`src/rtl/alu_op_controller.sv`:
```
`default_nettype none
// ============================================================================
//  Module   : alu_op_controller
//  Brief    : Sequencing controller for the shared 3-bit ALU datapath.
//             Accepts one request over valid/ready, registers the operands,
//             drives the combinational datapath (OR/AND/ADD) and captures the
//             6-bit result. The result is held until the consumer takes it.
//             Build option ALU_MUL_EN: when defined, opcode 11 is a 3-cycle
//             shift-add multiply. When undefined, opcode 11 completes in one
//             cycle with result 0 and the error flag set.
//  Revision : 1.0 - initial release
// ============================================================================
module alu_op_controller #(
    parameter int CNT_W = 8
) (
    input  logic             clk,
    input  logic             rst_n,
    input  logic             in_valid,
    output logic             in_ready,
    input  logic [1:0]       in_op,
    input  logic [2:0]       in_a,
    input  logic [2:0]       in_b,
    output logic [2:0]       dp_a,
    output logic [2:0]       dp_b,
    input  logic [5:0]       dp_or,
    input  logic [5:0]       dp_and,
    input  logic [5:0]       dp_add,
    output logic             out_valid,
    input  logic             out_ready,
    output logic [5:0]       out_result,
    output logic             out_err,
    output logic [CNT_W-1:0] op_count
);

    localparam logic [1:0] c_IDLE   = 2'd0;
    localparam logic [1:0] c_EXEC   = 2'd1;
    localparam logic [1:0] c_DONE   = 2'd2;

    localparam logic [1:0] c_OP_OR  = 2'b00;
    localparam logic [1:0] c_OP_AND = 2'b01;
    localparam logic [1:0] c_OP_ADD = 2'b10;
    localparam logic [1:0] c_OP_MUL = 2'b11;

    logic [1:0]       r_state;
    logic [1:0]       w_state_next;
    logic [1:0]       r_op;
    logic [2:0]       r_a;
    logic [2:0]       r_b;
    logic [5:0]       r_result;
    logic             r_err;
    logic [CNT_W-1:0] r_count;
    logic [5:0]       w_result_next;
    logic             w_err_next;
    logic             w_exec_last;
    logic             w_accept;

    assign w_accept = (r_state == c_IDLE) && in_valid;

`ifdef ALU_MUL_EN
    logic [5:0] r_acc;
    logic [1:0] r_iter;
    logic       w_b_bit;
    logic [5:0] w_addend;
    logic [5:0] w_acc_next;

    // Multiplier bit for this iteration and the partial sum it contributes
    always_comb begin
        w_b_bit = 1'b0;
        case (r_iter)
            2'd0:    w_b_bit = r_b[0];
            2'd1:    w_b_bit = r_b[1];
            2'd2:    w_b_bit = r_b[2];
            default: w_b_bit = 1'b0;
        endcase
        w_addend   = w_b_bit ? ({3'b000, r_a} << r_iter) : 6'd0;
        w_acc_next = r_acc + w_addend;
    end

    // Accumulator and iteration counter; cleared on every accepted request
    always_ff @(posedge clk or negedge rst_n) begin
        if (!rst_n) begin
            r_acc  <= 6'd0;
            r_iter <= 2'd0;
        end else if (w_accept) begin
            r_acc  <= 6'd0;
            r_iter <= 2'd0;
        end else if ((r_state == c_EXEC) && (r_op == c_OP_MUL) && (r_iter != 2'd2)) begin
            r_acc  <= w_acc_next;
            r_iter <= r_iter + 2'd1;
        end
    end

    // Multiply stays in EXEC until the third iteration
    assign w_exec_last = (r_op != c_OP_MUL) || (r_iter == 2'd2);
`else
    // Every opcode finishes in a single EXEC cycle
    assign w_exec_last = 1'b1;
`endif

    // Result selection for the cycle that leaves EXEC
    always_comb begin
        w_result_next = 6'd0;
        w_err_next    = 1'b0;
        case (r_op)
            c_OP_OR:  w_result_next = dp_or;
            c_OP_AND: w_result_next = dp_and;
            c_OP_ADD: w_result_next = dp_add;
            c_OP_MUL: begin
`ifdef ALU_MUL_EN
                w_result_next = w_acc_next;
`else
                w_err_next    = 1'b1;
`endif
            end
            default:  w_result_next = 6'd0;
        endcase
    end

    // State register
    always_ff @(posedge clk or negedge rst_n) begin
        if (!rst_n) begin
            r_state <= c_IDLE;
        end else begin
            r_state <= w_state_next;
        end
    end

    // Next-state logic
    always_comb begin
        w_state_next = r_state;
        case (r_state)
            c_IDLE:  if (in_valid)    w_state_next = c_EXEC;
            c_EXEC:  if (w_exec_last) w_state_next = c_DONE;
            c_DONE:  if (out_ready)   w_state_next = c_IDLE;
            default: w_state_next = c_IDLE;
        endcase
    end

    // State-decoded outputs; datapath operands are zero except in EXEC
    always_comb begin
        in_ready  = (r_state == c_IDLE);
        out_valid = (r_state == c_DONE);
        dp_a      = (r_state == c_EXEC) ? r_a : 3'd0;
        dp_b      = (r_state == c_EXEC) ? r_b : 3'd0;
    end

    // Operand capture on acceptance, result capture on the last EXEC cycle
    always_ff @(posedge clk or negedge rst_n) begin
        if (!rst_n) begin
            r_op     <= 2'd0;
            r_a      <= 3'd0;
            r_b      <= 3'd0;
            r_result <= 6'd0;
            r_err    <= 1'b0;
        end else if (w_accept) begin
            r_op <= in_op;
            r_a  <= in_a;
            r_b  <= in_b;
        end else if ((r_state == c_EXEC) && w_exec_last) begin
            r_result <= w_result_next;
            r_err    <= w_err_next;
        end
    end

    // Completed-operation counter, wraps naturally at 2^CNT_W
    always_ff @(posedge clk or negedge rst_n) begin
        if (!rst_n) begin
            r_count <= '0;
        end else if ((r_state == c_DONE) && out_ready) begin
            r_count <= r_count + 1'b1;
        end
    end

    assign out_result = r_result;
    assign out_err    = r_err;
    assign op_count   = r_count;

endmodule
`default_nettype wire

```
`config.mk`:
```
export PLATFORM = sky130hd
export DESIGN_NAME = alu_op_controller
export DESIGN_NICKNAME = d
export VERILOG_FILES = /design/src/rtl/alu_op_controller.sv
export SDC_FILE = /design/constraint.sdc
export NUM_CORES = 1
export LEC_CHECK = 0
export CORE_MARGIN = 1.5
export CORE_UTILIZATION = 34
export DETAILED_ROUTE_END_ITERATION = 8
export PLACE_DENSITY = 0.75
export REMOVE_ABC_BUFFERS = 1
export SLEW_MARGIN = 20
export SYNTH_ARGS = -nofsm -noshare
export SYNTH_HDL_FRONTEND = slang
export SYNTH_SLANG_ARGS = --single-unit
```
`constraint.sdc`:
```
create_clock -name clk -period 1.3 [get_ports clk]
set_input_delay 0.325 -clock clk [delete_from_list [all_inputs] [get_ports clk]]
set_output_delay 0.325 -clock clk [all_outputs]
set_load 0.005 [all_outputs]
```
==> run summary, run 1 <==
The type of element launching the critical path is a flop. The post-placement worst setup slack is -0.351 ns. The count of hold-fix buffers inserted at cts came out at 0.

The number of unique standard cell types used by synthesis is 28. The fraction of the mapped netlist area in simple logic gates is 0.145. The TritonCTS clock tree is done. The maximum number of pins on one net before global-route repair is 26.

The routed wire length is 3460 microns. The floorplan die width came out at 62.3 microns. The mux share of post-synthesis cell area is 0.160. The clock network power share came out at 0.085. The final reports fail on setup timing. The switching portion of total power is 0.329. The cell taking the most area after synthesis is sky130_fd_sc_hd__dfrtp_1. Setup repair after global routing could not meet its margin everywhere. Setup violations remaining at the end of the flow were counted as 23. The initial core utilization is 0.355.

No sink is reached through more buffers than the 2 on the longest clock path. The synthesized area per cell is 12.1 sq um. Of the total power, registers draw 0.316. The DRC violation count after routing came out at 0.

Data arrives at the worst endpoint at approximately 1.3 ns. In this run the worst path has a maximum fanout of 3. Counting flops and latches in the post-synthesis netlist gives 25. For this run, the leading register cell type out of synthesis is sky130_fd_sc_hd__dfrtp_1. The floorplan step defined a die boundary enclosing 0.00388 sq mm. The logic gate share of total power came out at 0.599.

The I/O pin total is 53. The final layout contains 215 nets. The startpoint identified for the worst register-to-register timing path is r_state[1]. The flow ran to the end, but the final reports show violations.

In the global route stage, overall resource usage came out at 0.184. The die boundary height is 62.3 microns. The worst-skew pair later-pin latency is approximately 0.32 ns. The total power density per cell area came out at 1950 mW/mm^2. The top cell types in the final layout, fill and taps aside, are sky130_fd_sc_hd__clkdlybuf4s50_1, sky130_fd_sc_hd__dfrtp_1, sky130_fd_sc_hd__buf_4, sky130_fd_sc_hd__buf_6, sky130_fd_sc_hd__mux2_4. The number of antenna violations at the first check in global routing came to 0.

The final instance area is approximately 0.0021 sq mm. Of the total synthesized cell area, the portion taken by XOR and XNOR cells is 0.0514. The share of the synthesized area in compound gates (AO/OA/AOI/OAI) is 0.0776.

The floorplan has 21 rows. The HPWL after detailed placement is about 2300 microns. The global route total overflow came out at 0. After detailed routing, the average wire length per cell comes to approximately 15 microns.

Clock tree synthesis selected as its root buffer the cell sky130_fd_sc_hd__clkbuf_4. The final number of max-transition violations is 0. After detailed placement, the design holds a cell count of between 200 and 250. For this run, the register share of the synthesized area comes to 0.524. The TritonCTS sink count came out at 25. The max-capacitance violation count came out at 0.

The number of DRC markers in iteration 0 came out at 40. The kind of critical path is flop to output pin. The number of standard cells after synthesis came out at 99. The final hold violation count is 0. The placed instances occupy a cell area of approximately 0.0019 sq mm. The number of vias in the routed layout came out at between 1000 and 1500.

The number of antenna diodes in the final layout is 0. CTS built an H-tree with a depth of 1. The count of flip-flops with a built-in enable after synthesis came out at 0. The leakage power total came out at between 1 and 1.5 nW. The filler cell count is 293. Once layout is complete, the cells apart from fillers number 229. In the post-route analysis, the smallest setup slack over all paths is -0.291 ns.

The clock transition time at the flip-flop clock pins of the worst setup and hold paths came out at about 0.14 ns. Cell internal power was estimated by the tool at 2.81 mW. The largest family of logic cells by synthesized area is multiplexers. The total area inside the core boundary comes to about 0.0034 sq mm. The slack of the worst reg-to-reg path came out at -0.19 ns. The synthesized area came out at about 0.0012 sq mm. The most common cell after layout, fill and taps aside is sky130_fd_sc_hd__clkdlybuf4s50_1. The tightest min-delay check is of the input port to async pin type.

STA classifies the critical path endpoint as an output pin. The number of buffers added on ports came out at 52. By area the synthesized netlist is led by sky130_fd_sc_hd__dfrtp_1, sky130_fd_sc_hd__mux2_4, sky130_fd_sc_hd__mux2i_1. The async set-or-reset flop fraction in the synthesized netlist is 1.00. The area share of the largest cell type after synthesis came out at 0.524. The first global-routing pass estimated between 5000 and 6000 microns of wire. The post-route antenna net violation count came out at 0.

The data required time at the worst endpoint came out at roughly 0.98 ns. IR analysis of the VDD net gives a maximum drop of between 1 and 1.5 mV. For the pin with the worst max-slew slack, the measured transition is roughly 0.39 ns. The most critical setup path has its startpoint at r_state[1].

Buffers inserted during clock tree synthesis total 3. The time the final worst path needs with I/O delays and setup is 1.59 ns. The routability congestion estimate is around 0.86. The number of global-route vias before repair is around 1200. From synthesis to final layout, the design area changed by 79.8%. Of the cells placed in the final design, the portion with a size suffix greater than 1 is 0.437. The number of vias per cell after detailed routing came out at between 4 and 5.

In the finished design, the share of the clock period the worst path needs comes to 1.22. The first TritonRoute pass finished after 4 iterations. The adder-cell area share of the yosys netlist is 0.0105.

The final worst clock skew is roughly 0.0035 ns. For this design the total switching power over the nets is 1.37 mW. The achievable clock frequency is 628 MHz. The warning count from the yosys run came out at 0. Headroom to the max-slew limit came out at 0.742.
## final cells by class
class	instances	area [sq um]	area share
Tap cell	46	57.6	0.0268
Inverter	1	3.75	0.00175
Timing Repair Buffer	85	810	0.377
Sequential cell	25	627	0.292
Clock buffer	4	26.3	0.0122
Multi-Input combinational cell	68	622	0.290
## power by group through the flow
stage          registers, mW  logic (mW)  clock network, mW
2_1_floorplan           1.39       0.839                  0
3_3_place_gp            1.31        2.02                  0
3_5_place_dp            1.32        2.08                  0
4_1_cts                 1.31        2.30              0.369
5_1_grt                 1.36        2.70              0.400
6_report                1.32        2.50              0.355
## what timing repair did
action                                 CTS  global route
resized for setup                       88            22
cloned                                   1             0
setup endpoints to repair               34            34
endpoints found under the hold margin    0             0
pin swaps                               10            10
setup buffers                            9             8
## logic make-up (layout without fill, tap and decap cells)
| logic type | after synthesis | after routing |
|---|---|---|
| multiplexers | 15 | 15 |
| adder cells (fa/ha/maj) | 1 | 1 |
| buffers and inverters | 6 | 90 |
| AO/OA/AOI/OAI | 14 | 14 |
| flip-flops | 25 | 25 |
| XOR/XNOR | 7 | 7 |
| AND/OR/NAND/NOR | 31 | 31 |
## critical path: stages (launching register included)
cell and delay, ns:
sky130_fd_sc_hd__dfrtp_1 0.43, sky130_fd_sc_hd__buf_6 0.12, sky130_fd_sc_hd__or2b_1 0.23, sky130_fd_sc_hd__inv_1 0.07, sky130_fd_sc_hd__buf_2 0.10
## flip-flops by register name (all words and copies together), names as in the netlist
register	cells
out_err	1
r_a	3
r_op	2
out_result	6
r_state	2
r_b	3
op_count	8
## per-layer routing
metal | GRT usage | up-vias | share of wire
li1 | - | 515 | -
met1 | 0.191 | 527 | 0.35
met2 | 0.340 | 34 | 0.58
met3 | 0.0272 | 6 | 0.046
met4 | 0.125 | 0 | 0.023
met5 | 0 | - | 0
## cells in the mapped netlist (2+ instances only)
cell / instances
sky130_fd_sc_hd__nand3_1: 3
sky130_fd_sc_hd__xnor2_1: 3
sky130_fd_sc_hd__nor3_1: 2
sky130_fd_sc_hd__dfrtp_1: 25
sky130_fd_sc_hd__and2_1: 7
sky130_fd_sc_hd__mux2_4: 8
sky130_fd_sc_hd__mux2i_1: 6
sky130_fd_sc_hd__xor2_1: 4
sky130_fd_sc_hd__nand2_1: 3
sky130_fd_sc_hd__a2bb2oi_1: 6
sky130_fd_sc_hd__o21ai_0: 2
sky130_fd_sc_hd__buf_2: 2
sky130_fd_sc_hd__nor2_1: 7
sky130_fd_sc_hd__a21oi_1: 6
sky130_fd_sc_hd__nor2b_1: 2
## worst paths after layout
path                                     to  cells past startpoint
worst min register to register      out_err                      2
worst max register to register       r_b[0]                      6
max in group asynchronous           r_op[0]                      2
worst max-delay path              out_valid                      4
worst min-delay path            op_count[0]                      2
min in group clk                    out_err                      2
## stage by stage
step                hold slack (ns)   util  total power, mW  setup TNS (ns)
floorplan                    0.0294      -             2.23           -2.04
global placement              0.457  0.562             3.33           -5.16
detailed placement            0.473  0.562             3.40           -5.43
CTS                           0.330  0.614             3.99           -4.09
global route                  0.332  0.638             4.46           -5.54
finish                        0.336  0.638             4.18           -3.94
Power figures use the tool's default switching activity.
==> run 2: changes to the inputs <==
--- a/config.mk
+++ b/config.mk
@@ -6,9 +6,10 @@
 export NUM_CORES = 1
 export LEC_CHECK = 0
 export CORE_MARGIN = 1.5
-export CORE_UTILIZATION = 34
+export CORE_UTILIZATION = 41
 export DETAILED_ROUTE_END_ITERATION = 8
-export PLACE_DENSITY = 0.75
+export PLACE_DENSITY = 0.87
+export RECOVER_POWER = 25
 export REMOVE_ABC_BUFFERS = 1
 export SLEW_MARGIN = 20
 export SYNTH_ARGS = -nofsm -noshare
==> run 2 against run 1 <==
  * The flow still finishes with violations (setup timing)
  * Critical path type unchanged
  * Highest routed layer unchanged
  * Non-clock buffer count rose by 3
  * Critical endpoint unchanged
  * Global-route usage rose by 3.5 points
  * Design area fell by 1.1%
  * Die area fell by 16%
  * Utilization rose by 13 points
==> run summary, run 2 (synthesis results as in run 1) <==
The run finished, with violations left. The final reports fail on setup timing. The total half-perimeter wirelength after legalization and detailed placement came out at about 2300 microns. The routed wire length per instance is ~16 microns. Tracing the worst setup path back leads to its startpoint at r_state[1]. The number of antenna violations at the first check in global routing was 0. The detail route stage leaves a number of antenna-violating nets equal to 0. The register with the most flip-flops in the layout has 8 of them. The maximum number of pins on one net before global-route repair is 26. The number of buffers added on ports is 52. The worst setup path is captured at an output pin. Data on the critical path is required at its endpoint by between 0.9 and 1 ns.

The number of placement rows is 19. The wire length of the first global-routing pass came out at about 5500 microns. The TritonCTS clock tree is done. The ratio of cells with drive above 1 in the final layout came out at 0.489. In the final timing run, aggregate negative setup slack is -5.71 ns. The overall routing resource usage came out at 0.218.

The worst-skew pair later-pin latency is 0.33 ns. The I/O pin total is 53. The buffering stage count on the worst path with inverters included came out at 3. The critical path is of the flop to output pin type. In the final design database the tool counted around 220 nets. The peak ir drop on the vdd network is 1.59 mV.

The floorplan die width is about 57 microns. For this run, design rule violations remaining after detail routing come to 0. The final setup violation count came out at 24. On the critical path, the stage with the largest delay is an instance of sky130_fd_sc_hd__dfrtp_1. The total power density per cell area came out at ~2000 mW/mm^2.

In the layout the commonest cells are sky130_fd_sc_hd__clkdlybuf4s50_1, sky130_fd_sc_hd__dfrtp_1, sky130_fd_sc_hd__buf_4, sky130_fd_sc_hd__buf_6, sky130_fd_sc_hd__clkbuf_2. The initial utilization of the core area, before any placement, comes to 0.433. The filler cell count is between 150 and 200.

The die boundary height came out at between 50 and 60 microns. The worst setup path endpoint is out_valid. The placed instances occupy a cell area of around 0.0019 sq mm. The final instance area is between 0.002 and 0.0025 sq mm. The area growth from synthesis to layout is 77.8%.

The number of global-route vias before repair came out at between 1000 and 1500. Clock tree synthesis inserted a total of 3 buffers. In this run the standard cell core region covers between 0.002 and 0.003 sq mm. The count of hold-fix buffers inserted at cts came out at 0. The signal on the critical path passes through buf_6 > or2b_1 > inv_1 > buf_2. The slack of the critical path is -0.376 ns. In this run the worst hold path is classified as input port to async pin. The final cycle utilization of the critical path came out at 1.29. The TritonCTS sink count is 25.

The max-capacitance violation count came out at 0. The final hold violation count came out at 0. The slack of the worst reg-to-reg path came out at -0.28 ns. The clock passes through at most 2 buffers. The endpoint identified for the worst register-to-register timing path is op_count[1]. The routed wire length is approximately 3600 microns.

Before antenna repair, the detailed router went through 4 iterations. The number of DRC markers in iteration 0 is 23. The final number of max-transition violations came out at 0. The final worst clock skew is 0.0145 ns. The number of vias per cell after detailed routing is 5.14.

The number of gates on the worst path with buffers counted came out at 4. In this run the critical register-to-register path is launched from r_state[0]. Measured in cells, the most critical reg-to-reg path has a length of 5. The worst setup path is launched from a flop. At the end of routability-driven placement, the weighted congestion stood at about 0.76.

The arrival time of the worst setup path is roughly 1.4 ns. The tree is rooted in a sky130_fd_sc_hd__clkbuf_4. The leakage power total came out at 1.04 nW. Setup repair after global routing could not meet its margin everywhere. The library cell used most frequently in the layout, excluding fill and tap cells, is sky130_fd_sc_hd__clkdlybuf4s50_1. The highest cell delay on the worst timing path came out at about 0.46 ns.

The achievable clock frequency is between 500 and 600 MHz. The slew at the pin closest to its max-slew limit is 0.639 ns. In this run the worst path has a maximum fanout of 5. The number of H-tree levels came out at 1. Among cell families on the critical path, the largest total delay comes from flip-flops.

Across all layers, the routed design uses 1116 vias. The worst relative slew slack is 0.574. The global route total overflow came out at 0. The total power after layout is between 4 and 5 mW. The overall die area is ~0.0032 sq mm. 0 antenna diodes ended up in the layout. After layout, the minimum clock period comes to ~1.7 ns.

The clock transition time at the flip-flop clock pins of the worst setup and hold paths is 0.16 ns.
## run 2: changes by cell type in the layout (fill, tap and decap cells not counted), moves of 2 or more
cell and delta:
sky130_fd_sc_hd__nor2_2 +3, sky130_fd_sc_hd__clkdlybuf4s15_1 -4, sky130_fd_sc_hd__nor2_1 -2, sky130_fd_sc_hd__buf_4 +2
sky130_fd_sc_hd__clkbuf_2 +5
## run 2: cell type report
type,instances,area [sq um],share of cell area
Clock buffer,3,22.5,0.0106
Multi-Input combinational cell,68,628,0.296
Inverter,1,3.75,0.00177
Clock inverter,1,5.00,0.00236
Tap cell,31,38.8,0.0183
Timing Repair Buffer,88,798,0.376
Sequential cell,25,626,0.295
## run 2: how the worst min path moves through the flow
stage	end	cells past startpoint	slack, ns	startpoint
floorplan	op_count[0]	0	0.03	rst_n
global placement	op_count[7]	1	0.46	op_count[7]
detailed placement	op_count[7]	1	0.48	op_count[7]
CTS	op_count[1]	2	0.34	rst_n
global route	r_b[0]	1	0.55	r_b[0]
finish	op_count[0]	2	0.52	rst_n
## run 2: through the flow
step / utilization / worst slack (ns) / hold slack, ns / instances
3_5_place_dp: 0.676 / -0.300 / 0.483 / 193
6_report: 0.770 / -0.376 / 0.517 / 217
3_3_place_gp: 0.676 / -0.275 / 0.458 / 193
4_1_cts: 0.737 / -0.375 / 0.337 / 208
5_1_grt: 0.770 / -0.421 / 0.554 / 217
2_1_floorplan: - / -0.229 / 0.0294 / 94
## run 2: where the power goes
group	internal (mW)	total (mW)	switching (mW)
clock network	0.115	0.374	0.258
registers	1.10	1.35	0.249
logic	1.57	2.51	0.941
## run 2: what timing repair did
item,in CTS,in global routing
pin swaps,9,9
gates cloned,0,1
resized for setup,81,34
setup buffers,11,11
endpoints found under the setup margin,34,42
## run 2: metal layers
layer / vias up / global-route usage / share of wire / wire, microns
met4: 0 / 0.113 / 0.035 / 125
met2: 40 / 0.397 / 0.52 / 1870
li1: 516 / - / - / -
met3: 10 / 0.0340 / 0.051 / 183
met1: 550 / 0.245 / 0.39 / 1400
met5: - / 0 / 0 / 0
==> run 3: changes to the inputs <==
--- a/config.mk
+++ b/config.mk
@@ -15,3 +15,4 @@
 export SYNTH_ARGS = -nofsm -noshare
 export SYNTH_HDL_FRONTEND = slang
 export SYNTH_SLANG_ARGS = --single-unit
+export TNS_END_PERCENT = 20
==> run 3 against run 2 <==
  * The flow still finishes with violations (setup timing)
  * Via count shrank 9.0%
  * Wire length shrank 9.3%
  * Highest routed layer unchanged
  * Largest power group unchanged
  * Clock power is essentially flat
  * Global-route usage shrank 1.2 points
==> run summary, run 3 (synthesis results as in run 1) <==
The arrival time of the worst setup path came out at roughly 1.3 ns. The number of antenna violations at the first check in global routing is 0. In this run the static leakage power is 0.915 nW.

The worst hold path belongs to the class flop to flop. The post-route non-filler standard cell count is 200. The I/O pin total is between 50 and 60. The final hold violation count is 0. In the layout the commonest cells are sky130_fd_sc_hd__clkdlybuf4s50_1, sky130_fd_sc_hd__dfrtp_1, sky130_fd_sc_hd__clkbuf_2, sky130_fd_sc_hd__buf_6, sky130_fd_sc_hd__buf_4. The final cycle utilization of the critical path came out at 1.26. The pre-antenna-repair detailed-routing pass consisted of 4 iterations.

In this run the remaining antenna-violating nets after routing total 0. The worst hold path begins at op_count[7]. The worst relative slew slack is 0.578. For the final routed database, the setup TNS stands at -3.33 ns. The core area is roughly 0.0028 sq mm. TritonCTS built the clock tree. The net switching component of the power is between 1 and 1.5 mW. The die is 57.0 microns tall.

The clock transition time at the flip-flop clock pins of the worst setup and hold paths is roughly 0.15 ns. The global-route track usage on met2 came out at 0.373. The area growth from synthesis to layout is 58.8%. For this run, the share of the core covered by cells in the final layout is 0.687.

The post-layout net count came out at between 200 and 250. The final worst clock skew is 0.00884 ns. Max-cap violations in this run came to 0.

The number of clock buffers inserted by TritonCTS is 3. The global-route met3 utilization came out at 0.0227. The final number of max-transition violations came out at 0.

After detailed placement, the total cell area comes to roughly 0.0019 sq mm. The final layout contains routed wiring with a total length of between 3000 and 4000 microns. The share of total power dissipated in combinational logic is 0.545. The initial core utilization is 0.433. The routed wire length per instance is approximately 16 microns. The overall die area is roughly 0.0032 sq mm.

The TritonCTS sink count came out at 25. The clock tree root buffer cell is sky130_fd_sc_hd__clkbuf_4. The worst register-to-register path has a setup slack of -0.18 ns. STA classifies the critical path endpoint as an output pin.

The worst hold path cell count came out at 1. The worst-skew pair later-pin latency came out at between 0.3 and 0.4 ns. The total power density per cell area is around 2000 mW/mm^2.

Setup violations remaining at the end of the flow were counted as 24. The global route total overflow is 0. Internal power comes to between 2 and 2.5 mW. Setup repair after global routing could not meet its margin everywhere.

In this run, placement finished with an instance count of between 150 and 200. STA classifies the critical path startpoint as a flop. The DRC violation count after routing came out at 0.

The number of flip-flops in the largest register came out at 8. The antenna diode instance count came out at 0. The number of global-route vias before repair came out at around 1100. The top fanout value on the critical path came out at 4. The number of vias in the routed layout is roughly 1000. Final hold analysis gives a worst-case slack of 0.495 ns.

The launching point of the worst reg2reg path is r_state[1]. Derived from the worst setup path, the maximum achievable clock frequency is about 610 MHz. The endpoint of the worst hold-timing path is op_count[7]. The overall routing resource usage came out at 0.206. The global routing's busiest layer is met2.

The number of H-tree levels is 1. After routing the design area is 0.00190 sq mm. The number of buffers added on ports came out at 52.

Entering global routing, the biggest net connects 26 pins. The checks that failed: setup timing. The filler cell count is 214. The total power after layout came out at between 3 and 4 mW.

After layout, the worst setup slack is -0.336 ns. The die is 57.0 microns wide. The routability congestion estimate is 0.759. The share of total power dissipated in sequential elements is 0.356.

The met1 capacity usage during global routing is 0.240. The worst reg2reg path endpoint is op_count[1]. The time the final worst path needs with I/O delays and setup came out at ~1.6 ns. The first global-routing pass estimated around 5200 microns of wire. The worst-case IR drop observed on VDD is approximately 1.5 mV. The ratio of cells with drive above 1 in the final layout is 0.408.

The flow ran to the end, but the final reports show violations. After the first detailed-routing iteration, the DRC count stood at 6. The number of vias per cell after detailed routing came out at ~5.1. Leaving out fill and tap cells, the most frequent cell in the layout is sky130_fd_sc_hd__clkdlybuf4s50_1. The kind of critical path is flop to output pin. In this run the deepest clock path goes through 2 buffers. Of the total power, the clock network draws 0.099. The data required time at the worst endpoint is roughly 0.98 ns. The number of cell instances on the worst register-to-register path came out at 4. The post-placement worst setup slack is -0.300 ns. Row generation in the floorplan step produced 19 rows. Of the total power, the share spent switching nets is 0.343.

Detailed placement ended at an HPWL of 2270 microns. The slew at the pin closest to its max-slew limit is between 0.6 and 0.7 ns.
## run 3: changes by cell type in the layout (fill, tap and decap cells not counted), moves of 2 or more
cell	change
sky130_fd_sc_hd__nand3_2	-2
sky130_fd_sc_hd__buf_4	-12
sky130_fd_sc_hd__nor2_1	+2
sky130_fd_sc_hd__nor2_2	-2
sky130_fd_sc_hd__buf_6	-5
sky130_fd_sc_hd__xnor2_2	-2
sky130_fd_sc_hd__nand3_1	+2
sky130_fd_sc_hd__clkbuf_2	+4
sky130_fd_sc_hd__clkdlybuf4s15_1	-2
sky130_fd_sc_hd__xnor2_1	+2
## run 3: worst max-delay path: stages (launching register included)
cell and delay (ns):
sky130_fd_sc_hd__dfrtp_1 0.44, sky130_fd_sc_hd__buf_6 0.14, sky130_fd_sc_hd__or2b_1 0.24, sky130_fd_sc_hd__inv_1 0.05, sky130_fd_sc_hd__buf_2 0.10
## run 3: metal layers
| metal | vias to the layer above | routed length (microns) |
|---|---|---|
| met5 | - | 0 |
| met4 | 0 | 112 |
| met3 | 10 | 186 |
| met2 | 38 | 1760 |
| met1 | 486 | 1180 |
| li1 | 482 | - |
## run 3: power groups by stage
stage                     registers, mW  clock network (mW)  logic (mW)
after global placement             1.31                   0        1.95
after detailed placement           1.33                   0        2.02
after CTS                          1.33               0.358        2.07
final                              1.35               0.374        2.06
after global routing               1.39               0.415        2.25
after floorplan                    1.39                   0       0.839
## run 3: how the worst max path moves through the flow
| stage | from | end | slack, ns |
|---|---|---|---|
| after global placement | r_state[0] | out_valid | -0.28 |
| after floorplan | r_state[1] | dp_a[0] | -0.23 |
| after detailed placement | out_ready | op_count[7] | -0.30 |
| final | r_state[1] | out_valid | -0.34 |
| after CTS | r_state[0] | out_valid | -0.38 |
| after global routing | r_state[1] | out_valid | -0.41 |
## run 3: cell type report
class                   instances  area (sq um)  share of cell area
clock buffers                   3          22.5              0.0119
multi-input cells              68           578               0.305
clock inverters                 1          5.00             0.00264
inverters                       1          3.75             0.00198
flip-flops and latches         25           626               0.330
well taps                      31          38.8              0.0205
repair buffers                 71           622               0.328
## run 3: timing repair
action	4_1_cts	5_1_grt
endpoints found under the hold margin	0	0
pin swaps	8	1
setup buffers	3	1
endpoints found under the setup margin	34	42
hold buffers	0	0
gates resized for setup	74	26
